**src/rtl/risc_v_rf_pkg.sv**
```systemverilog
// Shared constants and helpers for the multi-port integer register file.
// Optional feature macro used by this slice: RF_WR_BYPASS_EN (write-first reads).
package risc_v_rf_pkg;

   // Architectural defaults for the integer register file.
   localparam int unsigned NUM_REG_DEF        = 32;
   localparam int unsigned REG_ADDR_WIDTH_DEF = 5;
   localparam int unsigned REG_WIDTH_DEF      = 32;

   // Supported port-count limits.
   localparam int unsigned MAX_RD_PORTS = 4;
   localparam int unsigned MAX_WR_PORTS = 2;

   // Index of the hardwired-zero register.
   localparam int unsigned X0_IDX = 0;

   // Widest slice and widest flattened bus the unpack helper handles.
   localparam int unsigned MAX_SLICE_W = 64;
   localparam int unsigned MAX_FLAT_W  = MAX_RD_PORTS * MAX_SLICE_W;

   // Extract slice idx of a flattened port bus whose slices are width bits wide.
   // The caller zero-extends the bus to MAX_FLAT_W and truncates the result.
   function automatic logic [MAX_SLICE_W-1:0] unpack_slice(
      input logic [MAX_FLAT_W-1:0] flat,
      input int unsigned           idx,
      input int unsigned           width
   );
      return MAX_SLICE_W'(flat >> (idx * width));
   endfunction

endpackage

```
**src/rtl/reg_file_mp_if.sv**
```systemverilog
// Decode/writeback bus of the multi-port register file: write ports, read
// ports with registered data/busy, and the issue (scoreboard set) port.
interface reg_file_mp_if
   import risc_v_rf_pkg::*;
#(
   parameter int unsigned NUM_RD_PORTS   = 2,
   parameter int unsigned NUM_WR_PORTS   = 2,
   parameter int unsigned REG_ADDR_WIDTH = REG_ADDR_WIDTH_DEF,
   parameter int unsigned REG_WIDTH      = REG_WIDTH_DEF
);
   logic [NUM_WR_PORTS-1:0]                wr_en;
   logic [NUM_WR_PORTS*REG_ADDR_WIDTH-1:0] wr_addr;
   logic [NUM_WR_PORTS*REG_WIDTH-1:0]      wr_data;
   logic [NUM_RD_PORTS-1:0]                rd_en;
   logic [NUM_RD_PORTS*REG_ADDR_WIDTH-1:0] rd_addr;
   logic [NUM_RD_PORTS*REG_WIDTH-1:0]      rd_data;
   logic [NUM_RD_PORTS-1:0]                rd_busy;
   logic                                   issue_en;
   logic [REG_ADDR_WIDTH-1:0]              issue_rd;

   // Pipeline side: decode/writeback drive requests and collect read results.
   modport master (
      output wr_en, wr_addr, wr_data, rd_en, rd_addr, issue_en, issue_rd,
      input  rd_data, rd_busy
   );

   // Register file side.
   modport slave (
      input  wr_en, wr_addr, wr_data, rd_en, rd_addr, issue_en, issue_rd,
      output rd_data, rd_busy
   );
endinterface

```
**src/rtl/reg_file_mp_scoreboard.sv**
```systemverilog
// Busy scoreboard: one pending-writeback bit per register, set on issue and
// cleared on writeback, plus the registered busy lookup for every read port.
// With RF_WR_BYPASS_EN, a read hitting a same-cycle write sees the post-write
// busy state (busy only if the same cycle re-issues that register).
module rf_scoreboard
   import risc_v_rf_pkg::*;
#(
   parameter int unsigned NUM_REG        = NUM_REG_DEF,
   parameter int unsigned REG_ADDR_WIDTH = REG_ADDR_WIDTH_DEF,
   parameter int unsigned NUM_RD_PORTS   = 2,
   parameter int unsigned NUM_WR_PORTS   = 2
) (
   input  logic                      clk,
   input  logic                      reset_n,
   input  logic [NUM_WR_PORTS-1:0]   wr_en,
   input  logic [REG_ADDR_WIDTH-1:0] wr_addr [NUM_WR_PORTS],
   input  logic                      issue_en,
   input  logic [REG_ADDR_WIDTH-1:0] issue_rd,
   input  logic [NUM_RD_PORTS-1:0]   rd_en,
   input  logic [REG_ADDR_WIDTH-1:0] rd_addr [NUM_RD_PORTS],
   output logic [NUM_RD_PORTS-1:0]   rd_busy
);
   localparam logic [REG_ADDR_WIDTH-1:0] X0_ADDR = REG_ADDR_WIDTH'(X0_IDX);

   logic [NUM_REG-1:0]      busy_q, busy_d;
   logic [NUM_RD_PORTS-1:0] rd_busy_q, rd_busy_d;

   // Next busy vector: writebacks clear, issue sets afterwards so it wins.
   always_comb begin
      // NOTE: every always_comb output gets a full default first so no path
      // leaves it unassigned, which would otherwise infer a latch.
      busy_d = busy_q;
      for (int k = 0; k < NUM_WR_PORTS; k++) begin
         if (wr_en[k]) busy_d[wr_addr[k]] = 1'b0;
      end
      if (issue_en && issue_rd != X0_ADDR) busy_d[issue_rd] = 1'b1;
      busy_d[X0_IDX] = 1'b0;
   end

   // Per-port busy lookup; disabled ports hold their last result.
   always_comb begin
      rd_busy_d = rd_busy_q;
      for (int j = 0; j < NUM_RD_PORTS; j++) begin
         if (rd_en[j]) begin
            rd_busy_d[j] = busy_q[rd_addr[j]];
`ifdef RF_WR_BYPASS_EN
            for (int k = 0; k < NUM_WR_PORTS; k++) begin
               if (wr_en[k] && wr_addr[k] == rd_addr[j] && wr_addr[k] != X0_ADDR)
                  rd_busy_d[j] = issue_en && (issue_rd == rd_addr[j]);
            end
`endif
         end
      end
   end

   // Busy and lookup registers; reset clears every pending writeback.
   always_ff @(posedge clk or negedge reset_n) begin
      // NOTE: state is updated with non-blocking assignments so every flop
      // samples values from before the edge, independent of statement order.
      if (!reset_n) begin
         busy_q    <= '0;
         rd_busy_q <= '0;
      end else begin
         busy_q    <= busy_d;
         rd_busy_q <= rd_busy_d;
      end
   end

   assign rd_busy = rd_busy_q;

endmodule

```
**src/rtl/reg_file_mp.sv**
```systemverilog
// Multi-port integer register file with busy scoreboard; x0 reads as zero.
// Reads have one cycle of latency and hold when not enabled. On a write
// collision the highest-index write port wins.
// Optional macro RF_WR_BYPASS_EN: reads see same-cycle writes (write-first);
// undefined, reads return the pre-write contents (read-first).
module reg_file_mp
   import risc_v_rf_pkg::*;
#(
   parameter int unsigned NUM_REG        = NUM_REG_DEF,
   parameter int unsigned REG_ADDR_WIDTH = REG_ADDR_WIDTH_DEF,
   parameter int unsigned REG_WIDTH      = REG_WIDTH_DEF,
   parameter int unsigned NUM_RD_PORTS   = 2,
   parameter int unsigned NUM_WR_PORTS   = 2
) (
   input logic           clk,
   input logic           reset_n,
   reg_file_mp_if.slave  bus
);
   localparam logic [REG_ADDR_WIDTH-1:0] X0_ADDR = REG_ADDR_WIDTH'(X0_IDX);

   logic [MAX_FLAT_W-1:0]     wr_addr_flat, wr_data_flat, rd_addr_flat;
   logic [REG_ADDR_WIDTH-1:0] wr_addr_a [NUM_WR_PORTS];
   logic [REG_WIDTH-1:0]      wr_data_a [NUM_WR_PORTS];
   logic [REG_ADDR_WIDTH-1:0] rd_addr_a [NUM_RD_PORTS];

   logic [REG_WIDTH-1:0]      regs_q    [NUM_REG];
   logic [REG_WIDTH-1:0]      regs_d    [NUM_REG];
   logic [REG_WIDTH-1:0]      rd_data_q [NUM_RD_PORTS];
   logic [REG_WIDTH-1:0]      rd_data_d [NUM_RD_PORTS];

   assign wr_addr_flat = MAX_FLAT_W'(bus.wr_addr);
   assign wr_data_flat = MAX_FLAT_W'(bus.wr_data);
   assign rd_addr_flat = MAX_FLAT_W'(bus.rd_addr);

   for (genvar k = 0; k < NUM_WR_PORTS; k++) begin : g_wr_unpack
      assign wr_addr_a[k] = REG_ADDR_WIDTH'(unpack_slice(wr_addr_flat, k, REG_ADDR_WIDTH));
      assign wr_data_a[k] = REG_WIDTH'(unpack_slice(wr_data_flat, k, REG_WIDTH));
   end

   for (genvar j = 0; j < NUM_RD_PORTS; j++) begin : g_rd_unpack
      assign rd_addr_a[j] = REG_ADDR_WIDTH'(unpack_slice(rd_addr_flat, j, REG_ADDR_WIDTH));
      assign bus.rd_data[j*REG_WIDTH +: REG_WIDTH] = rd_data_q[j];
   end

   // Write arbitration: ports applied in index order so the highest one wins.
   always_comb begin
      regs_d = regs_q;
      for (int k = 0; k < NUM_WR_PORTS; k++) begin
         if (bus.wr_en[k] && wr_addr_a[k] != X0_ADDR) regs_d[wr_addr_a[k]] = wr_data_a[k];
      end
   end

   // Read mux with optional write-first bypass; disabled ports hold.
   always_comb begin
      rd_data_d = rd_data_q;
      for (int j = 0; j < NUM_RD_PORTS; j++) begin
         if (bus.rd_en[j]) begin
            rd_data_d[j] = regs_q[rd_addr_a[j]];
`ifdef RF_WR_BYPASS_EN
            for (int k = 0; k < NUM_WR_PORTS; k++) begin
               if (bus.wr_en[k] && wr_addr_a[k] == rd_addr_a[j] && wr_addr_a[k] != X0_ADDR)
                  rd_data_d[j] = wr_data_a[k];
            end
`endif
         end
      end
   end

   // Register array and read data registers.
   always_ff @(posedge clk or negedge reset_n) begin
      if (!reset_n) begin
         // NOTE: the array carries an async reset on purpose: architectural
         // registers must read zero after reset, so it maps to flops, not RAM.
         for (int i = 0; i < NUM_REG; i++) regs_q[i] <= '0;
         for (int j = 0; j < NUM_RD_PORTS; j++) rd_data_q[j] <= '0;
      end else begin
         regs_q    <= regs_d;
         rd_data_q <= rd_data_d;
      end
   end

   rf_scoreboard #(
      .NUM_REG       (NUM_REG),
      .REG_ADDR_WIDTH(REG_ADDR_WIDTH),
      .NUM_RD_PORTS  (NUM_RD_PORTS),
      .NUM_WR_PORTS  (NUM_WR_PORTS)
   ) u_scoreboard (
      .clk     (clk),
      .reset_n (reset_n),
      .wr_en   (bus.wr_en),
      .wr_addr (wr_addr_a),
      .issue_en(bus.issue_en),
      .issue_rd(bus.issue_rd),
      .rd_en   (bus.rd_en),
      .rd_addr (rd_addr_a),
      .rd_busy (bus.rd_busy)
   );

endmodule

```
**src/flat_wrapper.sv**
```systemverilog
// flat-port wrapper written by rule: the top's interface ports become plain ports
module reg_file_mp_flat import risc_v_rf_pkg::*;
#(
   parameter int unsigned NUM_REG        = NUM_REG_DEF,
   parameter int unsigned REG_ADDR_WIDTH = REG_ADDR_WIDTH_DEF,
   parameter int unsigned REG_WIDTH      = REG_WIDTH_DEF,
   parameter int unsigned NUM_RD_PORTS   = 2,
   parameter int unsigned NUM_WR_PORTS   = 2
)
  (clk, reset_n, bus_wr_en, bus_wr_addr, bus_wr_data, bus_rd_en, bus_rd_addr, bus_issue_en, bus_issue_rd, bus_rd_data, bus_rd_busy);
  reg_file_mp_if #(.NUM_RD_PORTS(NUM_RD_PORTS), .NUM_WR_PORTS(NUM_WR_PORTS), .REG_ADDR_WIDTH(REG_ADDR_WIDTH), .REG_WIDTH(REG_WIDTH)) bus_i ();
  input logic clk;
  input logic reset_n;
  input wire logic [$bits(bus_i.wr_en)-1:0] bus_wr_en;
  input wire logic [$bits(bus_i.wr_addr)-1:0] bus_wr_addr;
  input wire logic [$bits(bus_i.wr_data)-1:0] bus_wr_data;
  input wire logic [$bits(bus_i.rd_en)-1:0] bus_rd_en;
  input wire logic [$bits(bus_i.rd_addr)-1:0] bus_rd_addr;
  input wire logic [$bits(bus_i.issue_en)-1:0] bus_issue_en;
  input wire logic [$bits(bus_i.issue_rd)-1:0] bus_issue_rd;
  output wire logic [$bits(bus_i.rd_data)-1:0] bus_rd_data;
  output wire logic [$bits(bus_i.rd_busy)-1:0] bus_rd_busy;
  assign bus_i.wr_en = bus_wr_en;
  assign bus_i.wr_addr = bus_wr_addr;
  assign bus_i.wr_data = bus_wr_data;
  assign bus_i.rd_en = bus_rd_en;
  assign bus_i.rd_addr = bus_rd_addr;
  assign bus_i.issue_en = bus_issue_en;
  assign bus_i.issue_rd = bus_issue_rd;
  assign bus_rd_data = bus_i.rd_data;
  assign bus_rd_busy = bus_i.rd_busy;
  reg_file_mp #(.NUM_REG(NUM_REG), .REG_ADDR_WIDTH(REG_ADDR_WIDTH), .REG_WIDTH(REG_WIDTH), .NUM_RD_PORTS(NUM_RD_PORTS), .NUM_WR_PORTS(NUM_WR_PORTS)) u_core (.clk(clk), .reset_n(reset_n), .bus(bus_i));
endmodule
```
**config.mk**
```make
export PLATFORM = sky130hd
export DESIGN_NAME = reg_file_mp_flat
export DESIGN_NICKNAME = d
export VERILOG_FILES = /design/src/rtl/risc_v_rf_pkg.sv /design/src/rtl/reg_file_mp_if.sv /design/src/rtl/reg_file_mp_scoreboard.sv /design/src/rtl/reg_file_mp.sv /design/src/flat_wrapper.sv
export SDC_FILE = /design/constraint.sdc
export NUM_CORES = 2
export LEC_CHECK = 0
export ABC_AREA = 0
export CAP_MARGIN = 40
export CORE_MARGIN = 1.5
export CORE_UTILIZATION = 40
export CTS_CLUSTER_SIZE = 12
export DETAILED_ROUTE_END_ITERATION = 7
export GPL_TIMING_DRIVEN = 0
export PLACE_DENSITY_LB_ADDON = 0.25
export SETUP_SLACK_MARGIN = 0.3
export SYNTH_ARGS = -nofsm -noshare
export SYNTH_HDL_FRONTEND = slang
export SYNTH_SLANG_ARGS = --single-unit
```
**constraint.sdc**
```tcl
create_clock -name clk -period 2.5 [get_ports clk]
set_input_delay 0.375 -clock clk [delete_from_list [all_inputs] [get_ports clk]]
set_output_delay 0.375 -clock clk [all_outputs]
set_load 0.005 [all_outputs]
```
==> impl_results.md <==
* Global Route Usage Sum at between 40% and 50%
* Slew headroom at slightly below 30%
* Fmax at ~0.43 GHz
* Power per standard cell area at 850 nW/µm²
* Area share of the largest cell type after synthesis at around 42%
* Post-synthesis average cell area at 10.1 µm²
* Vias/cell at between 6 and 7
* Distinct cells, synth at just under 60
* Grt ovf at 0
* Status: complete, but fails checks
* Rows at roughly 150
* RePlAce Congestion at 1.11
* Cells after Synth at about 6.6k
* Synth Area in Simple Gates at 8.99%
* DIE HEIGHT at just over 400 µm
* Final setup viols at 0
* Post-Synth XOR/XNOR Area at 0%
* H-tree depth at 4
* Sequential cell area at about 28000 µm²
* Failing checks: negative hold slack
* Post-synth EDFFs at 0
* Mux cell area share after synthesis at between 20% and 30%
* Synth Cell Area at between 60000 and 70000 µm²
* Input/output buffers at 146
* Clock Tree Root: clkbuf_16
* Layout cell share with drive strength beyond 1 at between 10% and 20%
* Post-detailed-placement half-perimeter wirelength at 326000 µm
* Data required time of the worst path at roughly 3.2 ns
* First-pass GRT wire length at between 500000 and 600000 µm
* Routed vias at approximately 63k
* Dpl ws at -2.60 ns
* Die width at 412 µm
* Area of the multi-input gates at 35800 µm²
* Crit path kind: input port to register
* Worst hold-check slack at -0.550 ns
* Hold Violations, Final at about 140
* Slowest-stage cell, CP: nor4_1
* WP buf/inv at 6
* Period utilization at a little over nine tenths
* Initial Utilization at 40.4%
* Area Growth Syn to Fin at 19.0%
* Critical path, cell by cell: buf_4, buf_4, buf_6, buf_6, buf_8, a211oi_1, nor4_1, buf_2, o211ai_1, o21ai_0
* Worst Setup Start Kind: input port
* Initial DRC Count at approximately 9.3k
* Synth top cells by count: dfrtp_1 (1121), mux2i_1 (1008), nand2_1 (636)
* Setup Skew at 0.0275 ns
* CTS Buffer Depth at 3
* Clock-pin slew on the worst setup and hold paths at around 0.060 ns
* Fillers at ~15k
* Syn nets at 6692
* CTS Buf Count at 143
* WL/cell at around 42 µm
* Core area at around 170000 µm²
* Clk_lat worst skew at around 0.84 ns
* First-pass DRT Iterations at 7
* Worst-path fanout max at 10
* Asr flop ratio synth at between 90% and 100%
* Most frequent cell after synthesis: dfrtp_1
* Register area share after synthesis at 42.0%
* Largest family of logic cells by synthesized area: multiplexers
* Ys flop type: dfrtp_1
* RSZ-0062 raised after global routing: true
* WP data arrival at between 3 and 4 ns
* Cts-stage hold buffer count at 1
* DIE AREA at 169000 µm²
* Num Clock Sinks at around 1.1k
* Detailed Route WL at approximately 400000 µm
* Final core occ at between 40% and 50%
* Nets at a little over 7k
* Crit. End Element: register
* Yosys top cell by area: dfrtp_1
* Antenna Nets Post-Route at 0
* Initial antenna violation count at 28
* Synth top area cells: dfrtp_1 (42%), mux2i_1 (15%), mux4_2 (11%)
* Maxcap violations at 0
* Largest net degree at the start of global routing at about 160
* Vias in the first global route at slightly below 60k
* Final Max Tran Viols at 0
* CTS tree: done
* Slowest stage delay, CP at between 0.4 and 0.5 ns
* Synth Area in Adders at 0%
* Worst Hold Class: input port to asynchronous set/reset pin
* Maximum vdd drop at 800 µV
* CP top delay family: buffers and inverters
* Worst Slack Setup Final at ~0.15 ns
* Complex-gate fraction of the synthesized area at 16.1%
* YS warnings at 0
* Minimum clock period at roughly 2.4 ns
* Seq cells post-synth at about 1.1k
* Worst-Margin Slew at about 1.1 ns
* Ports at 162
* DRC violation count after routing at 0
* Leak pwr at 35.8 nW
-- state kept, by name, indices dropped and copies added (netlist names) --
register,cells
u_core.regs_q,1024
u_core.bus.rd_data,64
u_core.u_scoreboard.busy_q,31
u_core.u_scoreboard.rd_busy,2
-- cell type report --
| class | count | area share, % |
|---|---|---|
| Clock buffer | 211 | 5.34 |
| Inverter | 49 | 0.233 |
| Buffer | 792 | 4.92 |
| Multi-Input combinational cell | 4634 | 45.1 |
| Antenna cell | 11 | 0.0346 |
| Tap cell | 2189 | 3.45 |
| Sequential cell | 1121 | 35.3 |
| Clock inverter | 50 | 0.842 |
| Timing Repair Buffer | 348 | 4.79 |
-- path summary, 6_finish.rpt --
| kind | start | end | slack, ns | cells after the start |
|---|---|---|---|---|
| min in group clk | bus_rd_en[1] | u_core.bus.rd_data[34]$_DFFE_PN0P_ | 0.08 | 4 |
| min | reset_n | u_core.regs_q[216]$_DFF_PN0_ | -0.55 | 1 |
| max in group asynchronous | reset_n | u_core.regs_q[778]$_DFF_PN0_ | 0.80 | 4 |
| max reg2reg | u_core.u_scoreboard.busy_q[26]$_DFF_PN0_ | u_core.u_scoreboard.rd_busy[1]$_DFFE_PN0P_ | 0.29 | 5 |
| max | bus_rd_addr[1] | u_core.bus.rd_data[17]$_DFFE_PN0P_ | 0.15 | 10 |
| min reg2reg | u_core.regs_q[1010]$_DFF_PN0_ | u_core.regs_q[1010]$_DFF_PN0_ | 0.48 | 1 |
-- per-layer routing --
layer	GRT usage [%]	part of all wire (%)	up-vias
met5	0	0.098	-
met4	26.0	6.8	20
met3	22.6	15	1016
met2	64.0	41	4533
met1	58.2	38	32136
li1	-	-	25198
-- layout by cell type (no fill, tap or decap), drive strengths merged, types with 6 or more instances in the layout --
cell type and count:
nor4 10, a22oi 324, nand2 640, nand4 31
diode 11, nor2b 34, o22ai 100, clkdlybuf4s50 128
mux2i 1008, dfrtp 1121, clkbuf 778, nor3 35
a32o 49, inv 55, a21boi 9, a221oi 8
o21ai 535, o32ai 30, a211oi 32, and2 20
nand3b 7, a21oi 514, a32oi 88, dlymetal6s2s 7
or2 8, or3b 6, nor2 629, clkinv 31
nand3 7, o211ai 31, a221o 22, bufinv 13
mux4 322, nand2b 7, mux2 100, buf 429
-- per-stage QoR --
stage	power [mW]	area (µm²)	std cells	hold slack (ns)	setup TNS, ns
detailed placement	43.5	73200	9110	0.372	-1260.78
finish	67.5	79500	9405	-0.550	0
global route	69.0	79400	9394	-0.472	0
floorplan	35.3	66800	6596	0.0794	0
global placement	42.7	71000	8931	0.454	-
CTS	65.9	79000	9384	-0.501	0
-- where the power goes --
group | total [mW] | switching, mW | internal, mW
logic | 18.1 | 10.3 | 7.73
registers | 27.1 | 4.37 | 22.7
clock network | 22.4 | 9.26 | 13.1
total | 67.5 | 24.0 | 43.6
-- worst register-to-register path, delay by kind of cell, from the launching register on --
| family | cells | cell delay, ns |
|---|---|---|
| muxes | 3 | 1.46 |
| DFF | 1 | 0.40 |
| AOI/OAI and AO/OA | 1 | 0.08 |
| and+or+nand+nor | 1 | 0.12 |
-- repair_timing --
| action | CTS | global route |
|---|---|---|
| gates resized for setup | 292 | 191 |
| pin swaps | 9 | 3 |
| setup endpoints to repair | 1000 | 813 |
| setup buffers | 12 | 9 |
| cloned | 0 | 1 |
| hold endpoints to repair | 136 | 135 |
-- cell families (layout without fill, tap and decap cells) --
group	count (synthesis)	after routing
and+or+nand+nor	1455	1455
AOI/OAI and AO/OA	1749	1749
muxes	1430	1430
DFF	1121	1121
other	0	11
buffers and inverters	841	1450
(Power assumes the default switching activity.)
